## src/rtl/serial_audio_pkg.sv

```systemverilog
// Shared definitions for the serial audio encoder/decoder pair.
package serial_audio_pkg;

  // Default recovered / transmitted sample width.
  localparam int DEFAULT_DATA_W = 16;

  // Format flag meanings for is_i2s.
  localparam logic FMT_LJ  = 1'b0;  // MSB coincident with lrclk edge
  localparam logic FMT_I2S = 1'b1;  // MSB one sclk after lrclk edge

  // Link synchronisation state.
  typedef enum logic {
    UNSYNC = 1'b0,
    RUN    = 1'b1
  } state_t;

endpackage

```

## src/rtl/serial_audio_slot_detector.sv

```systemverilog
// Input registers, I2S alignment delay and slot-boundary detection.
// ws changes in the same cycle that the new slot's MSB sits in sdat_p0,
// independent of format, so the capture logic never needs to know it.
module serial_audio_slot_detector
  import serial_audio_pkg::*;
(
  input  logic sclk,
  input  logic reset,
  input  logic is_i2s,
  input  logic lrclk,
  input  logic sdat,
  output logic ws,
  output logic boundary,
  output logic sdat_p0
);

  logic lrclk_p0;
  logic lrclk_p1;
  logic ws_prev;

  // Stage p0: register the pins; p1: extra word-select delay for I2S.
  always_ff @(posedge sclk or posedge reset) begin
    if (reset) begin
      lrclk_p0 <= 1'b0;
      sdat_p0  <= 1'b0;
      lrclk_p1 <= 1'b0;
      ws_prev  <= 1'b0;
    end else begin
      lrclk_p0 <= lrclk;
      sdat_p0  <= sdat;
      lrclk_p1 <= lrclk_p0;
      ws_prev  <= ws;
    end
  end

  assign ws       = (is_i2s == FMT_I2S) ? lrclk_p1 : lrclk_p0;
  assign boundary = (ws != ws_prev);

endmodule

```

## src/rtl/serial_audio_decoder.sv

```systemverilog
// Deserializes an I2S / left-justified stereo stream into tagged samples
// presented on a single-entry valid/ready output register.
module serial_audio_decoder
  import serial_audio_pkg::*;
#(
  parameter int data_width = DEFAULT_DATA_W
) (
  input  logic                  sclk,
  input  logic                  reset,
  input  logic                  is_i2s,
  input  logic                  lrclk_polarity,
  input  logic                  lrclk,
  input  logic                  sdat,
  output logic                  o_valid,
  input  logic                  o_ready,
  output logic                  o_is_left,
  output logic [data_width-1:0] o_data,
  output logic                  is_overrun
);

  localparam int CNT_W = $clog2(data_width + 1);

  logic                  ws;
  logic                  boundary;
  logic                  sdat_p0;
  state_t                state;
  state_t                state_next;
  logic                  publish;
  logic [data_width-1:0] word;
  logic [CNT_W-1:0]      count;
  logic                  slot_left;

  serial_audio_slot_detector u_slot_detector (
    .sclk     (sclk),
    .reset    (reset),
    .is_i2s   (is_i2s),
    .lrclk    (lrclk),
    .sdat     (sdat),
    .ws       (ws),
    .boundary (boundary),
    .sdat_p0  (sdat_p0)
  );

  // Sync state register.
  always_ff @(posedge sclk or posedge reset) begin
    if (reset) state <= UNSYNC;
    else       state <= state_next;
  end

  // First boundary only synchronises; later boundaries publish the finished slot.
  always_comb begin
    state_next = state;
    publish    = 1'b0;
    case (state)
      UNSYNC: if (boundary) state_next = RUN;
      RUN:    publish = boundary;
      default: state_next = UNSYNC;
    endcase
  end

  // Stage p1: capture shifter; MSB loaded at boundary, later bits fill downward
  // until the counter saturates (longer slots lose LSBs, shorter leave zeros).
  always_ff @(posedge sclk or posedge reset) begin
    if (reset) begin
      word      <= '0;
      count     <= '0;
      slot_left <= 1'b0;
    end else if (boundary) begin
      word      <= {sdat_p0, {(data_width-1){1'b0}}};
      count     <= CNT_W'(1);
      slot_left <= (ws == lrclk_polarity);
    end else if (state == RUN && count < CNT_W'(data_width)) begin
      word  <= word | ({{(data_width-1){1'b0}}, sdat_p0} << (CNT_W'(data_width - 1) - count));
      count <= count + CNT_W'(1);
    end
  end

  // Stage p2: single-entry output register; a word arriving while the held
  // one is still unaccepted is dropped and flagged.
  always_ff @(posedge sclk or posedge reset) begin
    if (reset) begin
      o_valid    <= 1'b0;
      o_is_left  <= 1'b0;
      o_data     <= '0;
      is_overrun <= 1'b0;
    end else begin
      is_overrun <= 1'b0;
      if (publish) begin
        if (!o_valid || o_ready) begin
          o_valid   <= 1'b1;
          o_data    <= word;
          o_is_left <= slot_left;
        end else begin
          is_overrun <= 1'b1;
        end
      end else if (o_valid && o_ready) begin
        o_valid <= 1'b0;
      end
    end
  end

endmodule

```

## config.mk

```make
export PLATFORM = sky130hd
export DESIGN_NAME = serial_audio_decoder
export DESIGN_NICKNAME = d
export VERILOG_FILES = /design/src/rtl/serial_audio_pkg.sv /design/src/rtl/serial_audio_slot_detector.sv /design/src/rtl/serial_audio_decoder.sv
export SDC_FILE = /design/constraint.sdc
export NUM_CORES = 1
export LEC_CHECK = 0
export CAP_MARGIN = 30
export CORE_MARGIN = 1.5
export CORE_UTILIZATION = 40
export DETAILED_ROUTE_END_ITERATION = 10
export SLEW_MARGIN = 5
export SYNTH_ARGS = -nofsm -noshare
export SYNTH_HDL_FRONTEND = slang
export SYNTH_SLANG_ARGS = --single-unit
```

## constraint.sdc

```tcl
create_clock -name sclk -period 2.2 [get_ports sclk]
set_input_delay 0.22 -clock sclk [delete_from_list [all_inputs] [get_ports sclk]]
set_output_delay 0.22 -clock sclk [all_outputs]
set_load 0.02 [all_outputs]
```

# == Word-level counts from Yosys, hierarchy flattened ==
# Index checks and enable logic that the tools add are counted.
# totals
out_inout_bits,19
register_bits,46
wordCells,41
in_bits,7
# classes
n_shift,1
eq_ne,3
add_sub_neg,2
mux,13
order_cmp,1
bitwise_logic,1
n_reduce_logical,8
# ops
operator,n
$mux W16,2
$or A16 B16 Y16,1
$shl A1 B5 Y16,1
$mux W5,2
$mux W1,9
$add A5 B1 Y5 const B,1
$lt A5 B5 Y1 const B,1
$sub A4 B5 Y5 const A,1
$reduce_and A2 Y1,2
$reduce_bool A2 Y1,2
$logic_and A1 B1 Y1,2
$ne A2 B1 Y1 const B,1
$eq A1 B1 Y1,1
$logic_not A1 Y1,1
$logic_or A1 B1 Y1,1
$ne A1 B1 Y1,1

# == Logic depth before layout (Yosys ltp) ==
# Gate-level depths: netlist of the first run.
# depth
word_depth,5
mapped_depth,6
depth_no_buf,4

# == Modules after synthesis ==
# Synthesis of the first run repeated with hierarchy kept, for this count alone.
# hier_totals
cells_unflattened,140
hier_area_um2,1901.8
# modules_own_cells
module,seq_area_each_um2,cells_each,area_each_um2,n_inst
serial_audio_decoder,1051.0,133,1774.2,1
serial_audio_slot_detector,100.1,7,127.6,1

# == Worst setup path before layout of the first run ==
# No wires, ideal clock.
# synth_timing
path_kind,register -> register
startpoint,reg u_slot_detector.lrclk_p0
endpoint,reg o_data[10]
slack_ps,527
setup_ps,125
required_ps,2075
arrival_time_ps,1548
path_stages_with_launch,7
period_less_slack_ps,1673
n_path_buf,2
path_cell_list,dfrtp_1 mux2i_4 xnor2_2 and3_1 buf_6 buf_6 mux2_4
# synth_between
elab_chain_cells,4
# synth_rtl
element,line_no,source
"start, declared",serial_audio_slot_detector.sv:17,logic lrclk_p0;
"start signal, assigned",serial_audio_slot_detector.sv:29,lrclk_p0 <= lrclk;
$mux W1,serial_audio_slot_detector.sv:36,assign ws = (is_i2s == FMT_I2S) ? lrclk_p1 : lrclk_p0;
$ne A1 B1 Y1,serial_audio_slot_detector.sv:37,assign boundary = (ws != ws_prev);
$mux W1,serial_audio_decoder.sv:54,case (state)
$reduce_and A2 Y1 (no source line),-,
"end signal, assigned",serial_audio_decoder.sv:91,o_data <= word;
"end, declared",serial_audio_decoder.sv:17,"output logic [data_width-1:0] o_data,"
# No other way between the ends.
# A chain may end at the register's enable or synchronous reset.

# == Worst setup path in the final report of the first run ==
# layout_timing
startpoint,in is_i2s
endpoint,reg o_data[0]
# layout_between
elab_chain_cells,4
# layout_rtl
element,line_no,source
"start, declared",serial_audio_decoder.sv:10,"input logic is_i2s,"
$mux W1,serial_audio_slot_detector.sv:36,
$ne A1 B1 Y1,serial_audio_slot_detector.sv:37,
$mux W1,serial_audio_decoder.sv:54,
$reduce_and A2 Y1 (no source line),-,
# No other way between the ends.

==> reports/results.tsv, run 1 <==
stage	metric	value	unit
cells_and_area	area.sequential	1150	sq um
floorplan	dieWidth	70.3	microns
pwr	ir_drop	0.346	mV
setup_path	end_kind	flip-flop	
cells_and_area	antenna_cells	0	
logic_synthesis	syn_inst	140	
global_route	grt_antenna_before_repair	0	
timing	fmax	0.560	GHz
floorplan	std_cell_rows	24	
setup_path	cp_max_fo	16	
timing	finalCritPeriodShare	0.812	
routing	drt-total-wl	3.19	mm
cells_and_area	finish.utilization	0.520	
cells_and_area	fin_nets	180	
cells_and_area	fill_cells	350	
placement	placed_area	2150	sq um
logic_synthesis	seq_area_frac_synth	0.634	
cts	insertion_delay	300	ps
setup_path	rrSetupSlack	550	ps
run	maxCapViolCount	0	
routing	drtAntennaViolNets	0	
logic_synthesis	ys_types	27	
setup_path	arrival	1970	ps
logic_synthesis	netlist_area	1810	sq um
routing	drtIter0Drc	62	
routing	vias_per_cell	5.08	
setup_path	cp-start-kind	primary input	
routing	vias	1143	
floorplan	die_area	4950	sq um
global_route	grt-ovfl-total	0	
cts	cts_resized	0	
global_route	first_global_vias	1130	
cts	root_buffer	clkbuf_8	
cts	htree_levels	2	
pwr	power	2.12	mW
pwr	power_density	935	nW/um^2
placement	portBuffers	25	
cts	post_cts_buffers	0	
pwr	p_leak	1.06	nW
cts	cts_buffers	5	
cells_and_area	syn2layout_area_growth	24.8	%
floorplan	die_h	70.3	microns
timing	maxSlewHeadroom	0.494	
logic_synthesis	ys_ff_latch	46	
cells_and_area	drive_gt1_frac	0.185	
placement	dp_slack	85.3	ps
setup_path	required	2380	ps
global_route	globalRouteTotalUtil	0.147	
routing	post_drt_wl_per_cell	14.2	microns
cts	cts_tree	yes	
cells_and_area	final_cell_area	2260	sq um
placement	place_congestion	0.777	
global_route	grt_pass1_wl	5.49	mm
cells_and_area	multi_input_area	622	sq um
timing	finalSetupTns	0	ps
cts	clkTransAtPathRegs	80	ps
logic_synthesis	yosys_warnings	0	
timing	rsz0062_at_grt	false	
timing	slew_violations	0	
timing	final-setup-viol-count	0	
timing	fin_skew	6.30	ps
setup_path	path_class	primary input to flip-flop	
routing	first_pass_iters	4	
cts	ctsHoldBuffers	0	
timing	tightest_slew	755	ps
logic_synthesis	synth_area_per_cell	13.0	sq um
timing	hold_viol	0	
run_status	status	finished, final reports clean	
floorplan	core_area	4350	sq um
timing	final.setup.worst_slack	415	ps
placement	dp_hpwl	2.15	mm
min_path	holdCritPathClass	primary input to async pin	
routing	drc	0	
floorplan	ios	26	
cells_and_area	reg_top3	o_data: 16 flops, word: 16 flops, count: 5 flops	
floorplan	start_util	0.417	
timing	fin_crit	1790	ps
global_route	grt_max_degree	28	
cts	cts.sinks	46	
cts	cts.path.max_buffers	2	
logic_synthesis	mappedNetlistNets	148	
==> critical path, stage by stage <==
cell             delay [ps]
clkdlybuf4s50_1         530
mux2i_4                 280
xnor2_2                 140
and3_1                  260
buf_12                  190
mux2_2                  340
==> cell families (layout without fill, tap and decap cells) <==
family,after synthesis,after routing,share of synthesized area
xor gates and xnor gates,4,4,0.0235
DFF,46,46,0.634
adders and majority gates,1,1,0.00690
muxes,19,19,0.144
buffers and inverters,7,40,0.0228
AOI/OAI and AO/OA,21,21,0.0641
and+or+nand+nor,42,42,0.104
==> through the flow <==
stage	instances	hold WS, ps
global route	225	309
finish	225	264
global placement	217	417
CTS	225	276
detailed placement	217	434
floorplan	140	251
==> layout by cell type, fill, tap and decap left out, drive strengths merged <==
cell and n:
dfrtp 46, clkdlybuf4s50 25, nor2 24, a21oi 17
mux2 17, clkbuf 8, nand2 4, buf 4
nand2b 3, nor2b 3, inv 2, nor3 2
xor2 2, nand3 2, mux2i 2, xnor2 2
and3 1, o211ai 1, o31ai 1, a41oi 1
nand3b 1, a211oi 1, and2 1, or2 1
clkinv 1, ha 1
==> cell usage after synthesis <==
cell type	count	area [sq um]
mux2i_1	1	10.0
o31ai_1	1	7.51
nand3b_1	1	7.51
mux2_4	10	150
mux2_2	7	78.8
inv_1	3	11.3
xor2_1	2	17.5
and3_1	1	6.26
buf_6	2	22.5
or2_2	1	6.26
nor3_1	2	10.0
xnor2_2	1	16.3
xnor2_1	1	8.76
mux2i_4	1	22.5
nand2_1	4	15.0
ha_1	1	12.5
dfrtp_1	46	1150
nand2b_1	3	18.8
and2_1	1	6.26
nor2_1	24	90.1
nor2b_1	3	18.8
a41oi_1	1	8.76
o211ai_1	1	7.51
nand3_1	2	10.0
a21oi_1	17	85.1
a211oi_1	1	7.51
clkbuf_1	2	7.51
==> routing by layer <==
layer / part of all wire / track usage
met2: 0.48 / 0.222
met1: 0.45 / 0.194
met5: 0 / 0
met4: 0.018 / 0.0641
met3: 0.050 / 0.0476
==> layout make-up <==
cell class | instances | share of cell area
Tap cell | 52 | 0.0287
Sequential cell | 46 | 0.508
Inverter | 3 | 0.00497
Timing Repair Buffer | 29 | 0.135
Multi-Input combinational cell | 87 | 0.275
Clock buffer | 8 | 0.0486
==> report_power, final <==
part	switching, mW	leakage [nW]	internal (mW)
sequential	0.0790	0.608	0.946
clock	0.267	0.0575	0.317
combinational	0.260	0.394	0.249
total	0.606	1.06	1.51
==> path summary, 6_finish.rpt <==
kind	endpoint	from	cells after the start
max	o_data[0]$_DFFE_PP0P_	is_i2s	6
min	state$_DFF_PP0_	reset	2
max reg2reg	o_data[0]$_DFFE_PP0P_	u_slot_detector.lrclk_p0$_DFF_PP0_	5
min reg2reg	u_slot_detector.lrclk_p1$_DFF_PP0_	u_slot_detector.lrclk_p0$_DFF_PP0_	0
max in group asynchronous	o_data[5]$_DFFE_PP0P_	reset	3
min in group sclk	u_slot_detector.sdat_p0$_DFF_PP0_	sdat	1
No activity file was read; power rests on OpenSTA's default activity.
==> run 2: changes to the inputs <==
==> constraint.sdc (replaced) <==
create_clock -name sclk -period 1.8 [get_ports sclk]
set_input_delay 0.18 -clock sclk [delete_from_list [all_inputs] [get_ports sclk]]
set_output_delay 0.18 -clock sclk [all_outputs]
set_load 0.02 [all_outputs]
==> run 2 against run 1 <==
Die area stayed put. Worst hold slack worse by 24 ps. Utilization is 0.26 points lower. Critical path depth stayed put. Sequential share of layout area is 0.25 points higher. Register-to-register slack worse by 360 ps. Flip-flop and latch count stayed put. Wire length is 0.56% lower. Highest routed layer unchanged. Combinational power is 22% higher. Count of clock-buffer cells in the layout is 1 lower. Global-route usage is 0.31 points lower.
==> reports/results.tsv, run 2 (same netlist as run 1, synthesis figures left out) <==
stage	metric	value	unit
run_status	status	finished, final reports clean	
routing	post_drt_wl_per_cell	14.0	microns
setup_path	required	1980	ps
routing	vias	1115	
timing	fin_skew	6.00	ps
setup_path	startpoint	is_i2s	
global_route	grt_pass1_wl	5.46	mm
floorplan	die_area	4950	sq um
routing	vias_per_cell	4.93	
global_route	first_global_vias	1136	
timing	hold_viol	0	
timing	final-setup-viol-count	0	
placement	placed_area	2160	sq um
routing	drtAntennaViolNets	0	
floorplan	dieWidth	70.3	microns
setup_path	cp_top_family	buffers and inverters	
cts	post_cts_buffers	0	
cts	cts.path.max_buffers	2	
floorplan	core_area	4350	sq um
routing	first_pass_iters	4	
setup_path	path_class	primary input to flip-flop	
setup_path	cp-start-kind	primary input	
setup_path	cp_slowest_cell	clkdlybuf4s50_1	
cells_and_area	final_common_cell	dfrtp_1	
cts	clkTransAtPathRegs	80	ps
setup_path	rrSetupSlack	190	ps
pwr	power	2.51	mW
cells_and_area	antenna_cells	0	
global_route	grt-ovfl-total	0	
cells_and_area	reg_top3	o_data: 16 flops, word: 16 flops, count: 5 flops	
cts	insertion_delay	290	ps
setup_path	rr_worst_depth	5	
placement	place_congestion	0.766	
routing	drt-total-wl	3.17	mm
floorplan	std_cell_rows	24	
cts	cts_resized	0	
cts	cts_tree	yes	
pwr	power_density	1110	nW/um^2
timing	maxSlewHeadroom	0.609	
timing	fin_crit	1710	ps
setup_path	arrival	1880	ps
timing	fmax	0.586	GHz
routing	drtIter0Drc	51	
pwr	p_leak	1.05	nW
cts	ctsHoldBuffers	0	
timing	finalCritPeriodShare	0.948	
cells_and_area	mostFrequentLayoutCells	dfrtp_1 (46), clkdlybuf4s50_1 (25), nor2_1 (24)	
setup_path	end_kind	flip-flop	
pwr	ir_drop	0.489	mV
placement	dp_hpwl	2.10	mm
setup_path	r2r-end	o_data[1]$_DFFE_PP0P_	
cells_and_area	final_cell_area	2250	sq um
global_route	grt_antenna_before_repair	0	
timing	final.setup.worst_slack	94.5	ps
timing	whs	240	ps
cells_and_area	fin_nets	181	
placement	dp_slack	-226	ps
placement	portBuffers	25	
timing	tightest_slew	582	ps
floorplan	start_util	0.417	
cts	cts.sinks	46	
placement	post-place-cells	218	
cells_and_area	fill_cells	355	
global_route	grt_max_degree	47	
setup_path	slowest_delay	520	ps
min_path	holdCritPathClass	primary input to async pin	
setup_path	crit_chain	clkdlybuf4s50_1 > mux2i_4 > xnor2_2 > and3_1 > buf_12 > mux2_2	
timing	rsz0062_at_grt	false	
cells_and_area	drive_gt1_frac	0.184	
floorplan	die_h	70.3	microns
routing	drc	0	
setup_path	r2r_start	u_slot_detector.lrclk_p0$_DFF_PP0_	
cells_and_area	syn2layout_area_growth	24.2	%
setup_path	cp_max_fo	16	
global_route	globalRouteTotalUtil	0.144	
timing	slew_violations	0	
setup_path	path_buf_inv	2	
run	maxCapViolCount	0	
cts	htree_levels	2	
cts	cts_buffers	5	
cts	root_buffer	clkbuf_8	
cells_and_area	layoutNonFillerInstCount	226	
floorplan	ios	26	
## run 2: where the power goes
part           internal (mW)  switching (mW)
registers               1.16          0.0984
clock network          0.310           0.322
logic                  0.310           0.314
total                   1.78           0.735
## run 2: final cells by class
class                      instances  area [sq um]  area share
timing repair buffer              30           313       0.139
sequential                        46          1150       0.511
tap                               52          65.1      0.0289
multi-input combinational         87           622       0.276
clock buffer                       7          86.3      0.0383
clock inverter                     1          5.00     0.00222
inverter                           3          11.3     0.00500
## run 2: metal layers
layer	global-route usage	vias to the layer above	wire length, microns	part of all wire
li1	-	536	-	-
met1	0.202	537	1550	0.49
met2	0.209	33	1390	0.44
met3	0.0361	9	155	0.049
met4	0.0705	0	76	0.024
met5	0	-	0	0
## run 2: worst max path at each step
| stage | end | slack [ps] | cells after the start |
|---|---|---|---|
| floorplan | o_data[10]$_DFFE_PP0P_ | 130 | 6 |
| CTS | o_data[4]$_DFFE_PP0P_ | 100 | 6 |
| finish | o_data[1]$_DFFE_PP0P_ | 90 | 6 |
| detailed placement | o_data[4]$_DFFE_PP0P_ | -230 | 6 |
| global placement | o_data[6]$_DFFE_PP0P_ | -190 | 6 |
| global route | o_data[1]$_DFFE_PP0P_ | 40 | 6 |
## run 2: stage by stage
stage / util / TNS, ps
6_report: 0.518 / 0
3_3_place_gp: 0.497 / -2850
4_1_cts: 0.518 / 0
5_1_grt: 0.518 / 0
3_5_place_dp: 0.497 / -3190
2_1_floorplan: - / 0
## run 2: worst min-delay path, delay by kind of cell
| kind | cells | cell delay, ps |
|---|---|---|
| buf+inv | 3 | 740 |
==> run 3: changes to the inputs <==
--- a/config.mk
+++ b/config.mk
@@ -9,6 +9,7 @@
 export CORE_MARGIN = 1.5
 export CORE_UTILIZATION = 40
 export DETAILED_ROUTE_END_ITERATION = 10
+export HOLD_SLACK_MARGIN = 0.05
 export SLEW_MARGIN = 5
 export SYNTH_ARGS = -nofsm -noshare
 export SYNTH_HDL_FRONTEND = slang
==> results of run 3 <==
The final DEF is identical to that of run 2; final timing and power are the same.
